File: config.mk
export PLATFORM = sky130hd
export DESIGN_NAME = axi_tdd_ng_channel_bank
export DESIGN_NICKNAME = d
export VERILOG_FILES = /design/src/rtl/axi_tdd_ng_channel_bank.sv
export SDC_FILE = /design/constraint.sdc
export NUM_CORES = 2
export LEC_CHECK = 0
export BUFFER_PORTS_ARGS = -buffer_cell sky130_fd_sc_hd__buf_2
export CAP_MARGIN = 30
export CORE_AREA = 2 2 429 431
export CTS_CLUSTER_SIZE = 20
export DETAILED_ROUTE_END_ITERATION = 8
export DIE_AREA = 0 0 431 433
export PLACE_DENSITY = 0.53
export SYNTH_ARGS = -nofsm -noshare
export SYNTH_HDL_FRONTEND = slang
export SYNTH_SLANG_ARGS = --single-unit
export TNS_END_PERCENT = 20
File: constraint.sdc
create_clock -name clk -period 2.8 [get_ports clk]
set_input_delay 0.28 -clock clk [delete_from_list [all_inputs] [get_ports clk]]
set_output_delay 0.28 -clock clk [all_outputs]
set_load 0.02 [all_outputs]
File: src/rtl/axi_tdd_ng_channel_bank.sv
// axi_tdd_ng_channel_bank
// Bank of TDD output channels. Each channel combines up to NUM_WINDOWS
// on/off windows per frame, compared against the shared frame counter.
// Timing and polarity come from shadow registers, which track the asy_*
// inputs while tdd_enable is high.
// Pipeline: counter compare -> set/rst strobes -> window state -> output.
// Optional feature macro: AXI_TDD_NG_CH_FRAME_DIV_EN. When it is defined,
// each channel runs only in 1 of every frame_div+1 frames.

package axi_tdd_ng_pkg;
  typedef enum logic [1:0] {
    IDLE    = 2'd0,
    ARMED   = 2'd1,
    WAITING = 2'd2,
    RUNNING = 2'd3
  } state_t;
endpackage

module axi_tdd_ng_channel_bank #(
  parameter int NUM_CHANNELS   = 8,
  parameter int NUM_WINDOWS    = 2,
  parameter int REGISTER_WIDTH = 32,
  parameter logic [NUM_CHANNELS-1:0] DEFAULT_POLARITY = '0
) (
  input  logic                                            clk,
  input  logic                                            resetn,
  input  logic [REGISTER_WIDTH-1:0]                       tdd_counter,
  input  axi_tdd_ng_pkg::state_t                          tdd_cstate,
  input  logic                                            tdd_enable,
  input  logic                                            tdd_endof_frame,
  input  logic [NUM_CHANNELS-1:0]                         ch_en,
  input  logic [NUM_CHANNELS-1:0]                         asy_ch_pol,
  input  logic [NUM_CHANNELS*NUM_WINDOWS*REGISTER_WIDTH-1:0] asy_t_on,
  input  logic [NUM_CHANNELS*NUM_WINDOWS*REGISTER_WIDTH-1:0] asy_t_off,
  input  logic [NUM_CHANNELS*NUM_WINDOWS-1:0]             asy_win_en,
`ifdef AXI_TDD_NG_CH_FRAME_DIV_EN
  input  logic [NUM_CHANNELS*8-1:0]                       asy_frame_div,
`endif
  output logic [NUM_CHANNELS-1:0]                         out
);

  localparam int NC = NUM_CHANNELS;
  localparam int NW = NUM_WINDOWS;
  localparam int RW = REGISTER_WIDTH;

  // Shadow registers
  logic [NC-1:0]       r_ch_pol;
  logic [NC*NW*RW-1:0] r_t_on;
  logic [NC*NW*RW-1:0] r_t_off;
  logic [NC*NW-1:0]    r_win_en;

  // Control and pipeline state
  logic [NC-1:0]    r_ch_en;
  logic [NC*NW-1:0] w_set_p0;
  logic [NC*NW-1:0] w_rst_p0;
  logic [NC*NW-1:0] r_set_p1;
  logic [NC*NW-1:0] r_rst_p1;
  logic [NC*NW-1:0] r_act_p2;
  logic [NC-1:0]    w_any_p2;
  logic [NC-1:0]    r_out_p3;
  logic [NC-1:0]    w_frame_ok;
  logic             w_running;

  assign w_running = (tdd_cstate == axi_tdd_ng_pkg::RUNNING);

  // Capture the asynchronous configuration while tdd_enable is high
  always_ff @(posedge clk) begin
    if (!resetn) begin
      r_ch_pol <= '0;
      r_t_on   <= '0;
      r_t_off  <= '0;
      r_win_en <= '0;
    end else if (tdd_enable) begin
      r_ch_pol <= asy_ch_pol;
      r_t_on   <= asy_t_on;
      r_t_off  <= asy_t_off;
      r_win_en <= asy_win_en;
    end
  end

  // Channel enables change only in ARMED or on a frame boundary, so a
  // mid-frame ch_en edit never cuts a waveform short
  always_ff @(posedge clk) begin
    if (!resetn) begin
      r_ch_en <= '0;
    end else if (tdd_cstate == axi_tdd_ng_pkg::IDLE) begin
      r_ch_en <= '0;
    end else if (tdd_cstate == axi_tdd_ng_pkg::ARMED || tdd_endof_frame) begin
      r_ch_en <= ch_en;
    end
  end

`ifdef AXI_TDD_NG_CH_FRAME_DIV_EN
  logic [NC*8-1:0] r_frame_div;
  logic [NC*8-1:0] r_fc;

  // Shadow the frame divider along with the other configuration
  always_ff @(posedge clk) begin
    if (!resetn) begin
      r_frame_div <= '0;
    end else if (tdd_enable) begin
      r_frame_div <= asy_frame_div;
    end
  end

  // Per-channel frame counter, wrapping after reaching its divider
  always_ff @(posedge clk) begin
    if (!resetn) begin
      r_fc <= '0;
    end else if (tdd_cstate == axi_tdd_ng_pkg::ARMED) begin
      r_fc <= '0;
    end else if (tdd_endof_frame) begin
      for (int c = 0; c < NC; c++) begin
        if (r_fc[c*8 +: 8] == r_frame_div[c*8 +: 8])
          r_fc[c*8 +: 8] <= 8'd0;
        else
          r_fc[c*8 +: 8] <= r_fc[c*8 +: 8] + 8'd1;
      end
    end
  end

  // A channel may open windows only in frames where its counter is zero
  always_comb begin
    w_frame_ok = '0;
    for (int c = 0; c < NC; c++)
      w_frame_ok[c] = (r_fc[c*8 +: 8] == 8'd0);
  end
`else
  // Every frame is active for every channel
  assign w_frame_ok = '1;
`endif

  // Compare the frame counter against each window's on/off times
  always_comb begin
    w_set_p0 = '0;
    w_rst_p0 = '0;
    for (int c = 0; c < NC; c++) begin
      for (int w = 0; w < NW; w++) begin
        w_set_p0[c*NW+w] = w_running && r_win_en[c*NW+w] && w_frame_ok[c] &&
                           (tdd_counter == r_t_on[(c*NW+w)*RW +: RW]);
        w_rst_p0[c*NW+w] = (w_running && r_win_en[c*NW+w] &&
                            (tdd_counter == r_t_off[(c*NW+w)*RW +: RW])) ||
                           tdd_endof_frame;
      end
    end
  end

  // ---- stage p0 -> p1: register set/rst strobes ----
  always_ff @(posedge clk) begin
    if (!resetn) begin
      r_set_p1 <= '0;
      r_rst_p1 <= '0;
    end else begin
      r_set_p1 <= w_set_p0;
      r_rst_p1 <= w_rst_p0;
    end
  end

  // ---- stage p1 -> p2: window state, reset wins over set ----
  always_ff @(posedge clk) begin
    if (!resetn) begin
      r_act_p2 <= '0;
    end else begin
      for (int c = 0; c < NC; c++) begin
        for (int w = 0; w < NW; w++) begin
          if (r_rst_p1[c*NW+w] || !r_ch_en[c])
            r_act_p2[c*NW+w] <= 1'b0;
          else if (r_set_p1[c*NW+w])
            r_act_p2[c*NW+w] <= 1'b1;
        end
      end
    end
  end

  // Overlapping windows OR together per channel
  always_comb begin
    w_any_p2 = '0;
    for (int c = 0; c < NC; c++)
      w_any_p2[c] = |r_act_p2[c*NW +: NW];
  end

  // ---- stage p2 -> p3: apply idle polarity and register the outputs ----
  always_ff @(posedge clk) begin
    if (!resetn) begin
      r_out_p3 <= DEFAULT_POLARITY;
    end else begin
      r_out_p3 <= r_ch_pol ^ w_any_p2;
    end
  end

  assign out = r_out_p3;

endmodule

== Word-level counts from Yosys, hierarchy flattened ==
Index checks and enable logic that the tools add are counted.
Storage, ports and cells
  register bits: 1112
  input bits: 1094
  output and inout bits: 8
Cells by class
  equality and inequality tests: 34
  bitwise logic cells: 2
  reductions and logical operators: 115
Operators with widths (number)
  $eq 32x32->1: 32
  $reduce_or 2->1: 25
  $logic_and 1x1->1: 48
  $logic_or 1x1->1: 33
  $logic_not 1->1: 8
  $xor 8x8->8: 1
  $eq 2x1->1 const B: 1
  $eq 2x2->1 const B: 1
  $logic_not 2->1: 1
  $not 1->1: 1

== Longest topological paths before layout ==
  word-level depth: 4
  gate-level depth with buffers: 6
  depth with buffers taken out: 4

== Worst setup path before layout ==
Ideal clock, no wire load.
  path kind: in2reg
  start: input port tdd_counter[14]
  end: register r_rst_p1[8]
  library setup time: 0.084 ns
  data arrival time: 1.239 ns
  data required time: 2.716 ns
  setup slack: 1.477 ns
  stages: 6
  buffers on the path: 2
  cell sequence: buf_2 buf_6 xor2_1 nor4_1 nand4_1 o31ai_2
On the way
  longest elaborated chain between the ends: 3
Ends and longest elaborated chain
  start: declaration: line 27  | input logic [REGISTER_WIDTH-1:0] tdd_counter,
  $eq 32x32->1: line 142  | (tdd_counter == r_t_off[(c*NW+w)*RW +: RW])) ||
  $logic_and 1x1->1: line 141  | w_rst_p0[c*NW+w] = (w_running && r_win_en[c*NW+w] &&
  $logic_or 1x1->1: line 142
  end signal: assignment: line 155  | r_rst_p1 <= w_rst_p0;
  end: declaration: line 57  | logic [NC*NW-1:0] r_rst_p1;
No other way between the ends.
A chain may end at the register's enable or synchronous reset.

== Final worst setup path ==
  start: register r_t_off[351]
  end: register r_rst_p1[10]
On the way
  longest elaborated chain between the ends: 3
Ends and longest elaborated chain
  start: declaration: line 49  | logic [NC*NW*RW-1:0] r_t_off;
  start signal: assignment: line 76  | r_t_off <= asy_t_off;
  $eq 32x32->1: line 142
  $logic_and 1x1->1: line 141
  $logic_or 1x1->1: line 142
No other way between the ends.

==> summary.md <==
| Metric | Value |
|---|---|
| Worst R2R Path Depth | `4` |
| Grt total ovfl | `0` |
| Antenna violations before repair | `70` |
| Fin crit period | `1.74 ns` |
| Worst Path Arrival | `2.44 ns` |
| Final core utilization | `between 40% and 50%` |
| Die height | `433 um` |
| Core region area | `182000 um^2` |
| Worst hold path class | `in2reg` |
| H-tree Lvls | `4` |
| Leakage | `between 30 and 40 nW` |
| Gate power share | `~17%` |
| Syn Inst Count | `a little over 5000` |
| Worst Tran Pin Value | `1.06 ns` |
| WP data required | `roughly 3.5 ns` |
| Top cells by area, synth | `dfxtp_1 (42%), mux2i_1 (20%), xor2_1 (17%)` |
| First-pass GRT wire length | `between 300000 and 400000 um` |
| Area of the mapped netlist | `roughly 53000 um^2` |
| # IOs | `approximately 1100` |
| Clock Skew | `0.0426 ns` |
| Final WS setup | `between 1 and 1.5 ns` |
| Syn Area/Cell | `10.5 um^2` |
| Worst-Skew Late Latency | `a little over 0.8 ns` |
| Seq/Total Area, Yosys | `a little over two fifths` |
| Cts repair resizes | `0` |
| Slowest Stage Delay on Critical Path | `between 0.5 and 0.6 ns` |
| Nets | `8319` |
| IO buf count | `about 1100` |
| Row cnt | `between 150 and 200` |
| Routability Congestion | `about 0.89` |
| Via count | `46200` |
| NetSw | `12.2 mW` |
| Number of global-route vias before repair | `47800` |
| CP Depth | `4` |
| Slew HR | `approximately 29%` |
| Worst IR Drop VDD | `around 0.00042 V` |
| Die area | `187000 um^2` |
| Top-count cell post-synth | `dfxtp_1` |
| TritonCTS buffer count | `~140` |
| 1st-pass router iterations | `5` |
| Seq pwr share | `around two fifths` |
| Root Buffer | `clkbuf_16` |
| Setup CP Type | `reg2reg` |
| Most common library cells after synthesis | `dfxtp_1 (1112), nor2b_1 (1057), mux2i_1 (1048), xor2_1 (1024), nor4_1 (255)` |
| Cell family with most CP delay | `simple AND/OR/NAND/NOR gates` |
| Clock sink total | `1112` |
| Fmax | `approximately 580 MHz` |
| Synth Warn # | `0` |
| Worst path bufs/invs | `0` |
| Final Power | `~43 mW` |
| Place WS | `0.434 ns` |
| CTS clk-pin slew, worst paths | `0.06 ns` |
| Hold depth | `4` |
| Area growth from synthesis to final layout | `44.9%` |
| Asr flop ratio synth | `0%` |
| Maxcap violations | `0` |
| Critical path's slowest cell | `nor4_1` |
| Int Power | `30.9 mW` |
| Switch share | `28.4%` |
| Final setup vio count | `0` |
| Area of the multi-input gates | `approximately 29000 um^2` |
| Worst hold slack | `roughly 0.076 ns` |
| Layout cell share with drive strength beyond 1 | `roughly a fifth` |
| Post-DR wirelength/cell | `approximately 27 um` |
| Largest net degree at the start of global routing | `about 240` |
| Yosys cell types | `23` |
| Top FF cell, synth | `dfxtp_1` |
| DRT Wirelength | `about 260000 um` |
| FF+latch count, synth | `approximately 1100` |
| Routed Antenna Nets | `0` |
| Area share of the largest cell type after synthesis | `between 40% and 50%` |
| EDFF count, synth | `0` |
| GRT Total Usage | `27.0%` |
| Max-slew violations | `0` |
| Post-route DRC violation count | `0` |
| Post-Synthesis Net Count | `6164` |
| Fin. Hold Viols | `0` |
| Clock share of power | `between 40% and 50%` |
| TritonCTS clock tree | `done` |
| Register area | `about 22000 um^2` |
| Die W | `around 430 um` |
| Setup TNS | `0 ns` |
| RSZ-0062 raised after global routing | `no` |
| Final period util | `between 60% and 70%` |
| Starting DRT DRC Count | `2997` |
| Crit start category | `register` |
| Worst-path maximum fanout | `2` |
| Hpwl dp | `around 190000 um` |
| Post CTS Setup Buffer Count | `0` |
| Worst Setup End Kind | `register` |
| Worst-path cell chain | `xor2_1, nor4_1, nand3_1, o31ai_1` |
| Power per cell area | `approximately 560 nW/um^2` |
| FILL cells | `between 15000 and 20000` |
| Starting Density | `between 20% and 30%` |
| Clock buffer depth | `3` |
| Routed vias/inst | `approximately 4.7` |
| Hold-fix buffers at CTS | `approximately 1100` |
| Area leader, netlist | `dfxtp_1` |
| Status | `finished clean` |
## worst min-delay path: stages
cell,delay (ns)
buf_2,0.15
nor2b_1,0.16
a22oi_1,0.17
nor2b_1,0.06
## per-layer routing
metal	routed length [um]	vias up	track usage, %
li1	-	21300	-
met1	107000	22100	32.1
met2	122000	1911	44.1
met3	13300	823	4.73
met4	20500	16	19.3
met5	109	-	0
## layout make-up
class,instances,share of cell area [%]
clock buffer,198,5.13
clock inverter,37,0.712
multi-input combinational,3588,37.2
timing repair buffer,2387,24.3
tap,2385,3.85
antenna,52,0.168
sequential,1112,28.7
## placed cells by master (no fill, tap or decap), drive strengths merged, types with 9 or more instances in the layout
master       synthesis  routed
buf                250    1272
dlygate4sd3          0    1115
dfxtp             1112    1112
nor2b             1057    1057
mux2i             1048    1048
xor2              1024    1024
nor4               256     256
clkbuf             120     198
nand3               64      64
diode                0      52
nand4               32      32
nor3                32      32
clkinv               0      22
nor2                16      16
o31ai               16      16
and3                 9       9
nand2                9       9
## kinds of logic (layout without fill, tap and decap cells)
| kind of cell | Yosys count | in the layout | synth area share (%) |
|---|---|---|---|
| AO/OA/AOI/OAI | 32 | 32 | 0.430 |
| XOR/XNOR | 1024 | 1024 | 16.8 |
| buffers and inverters | 370 | 2622 | 4.53 |
| flip-flops | 1112 | 1112 | 41.6 |
| multiplexers | 1049 | 1049 | 19.6 |
| other | 0 | 52 | 0 |
| AND/OR/NAND/NOR | 1483 | 1483 | 17.0 |
## registers in the layout, summed over array words and instances, names as in the netlist
signal / count
r_act_p2: 16
r_ch_en: 8
r_win_en: 16
r_rst_p1: 16
r_t_off: 512
r_set_p1: 16
r_t_on: 512
out: 8
r_ch_pol: 8
## power by group through the flow
stage | clock [mW] | sequential (mW) | combinational (mW)
2_1_floorplan | 0 | 17.6 | 3.51
4_1_cts | 18.5 | 17.6 | 7.28
5_1_grt | 19.1 | 17.7 | 7.77
3_5_place_dp | 0 | 17.9 | 5.96
6_report | 18.2 | 17.6 | 7.35
3_3_place_gp | 0 | 17.9 | 5.92
## worst paths after layout
kind	end	slack (ns)	startpoint
max	r_rst_p1[10]	1.06	r_t_off[351]
min	r_ch_en[2]	0.08	tdd_endof_frame
max reg2reg	r_rst_p1[10]	1.06	r_t_off[351]
min reg2reg	r_act_p2[15]	0.47	r_ch_en[7]
## per-stage QoR
| stage | cell area [um^2] | instances |
|---|---|---|
| final | 77500 | 9759 |
| after floorplan | 53500 | 5070 |
| after CTS | 77400 | 9707 |
| after global routing | 77500 | 9749 |
| after global placement | 61700 | 8356 |
| after detailed placement | 61700 | 8357 |
No activity file was read; power rests on OpenSTA's default activity.
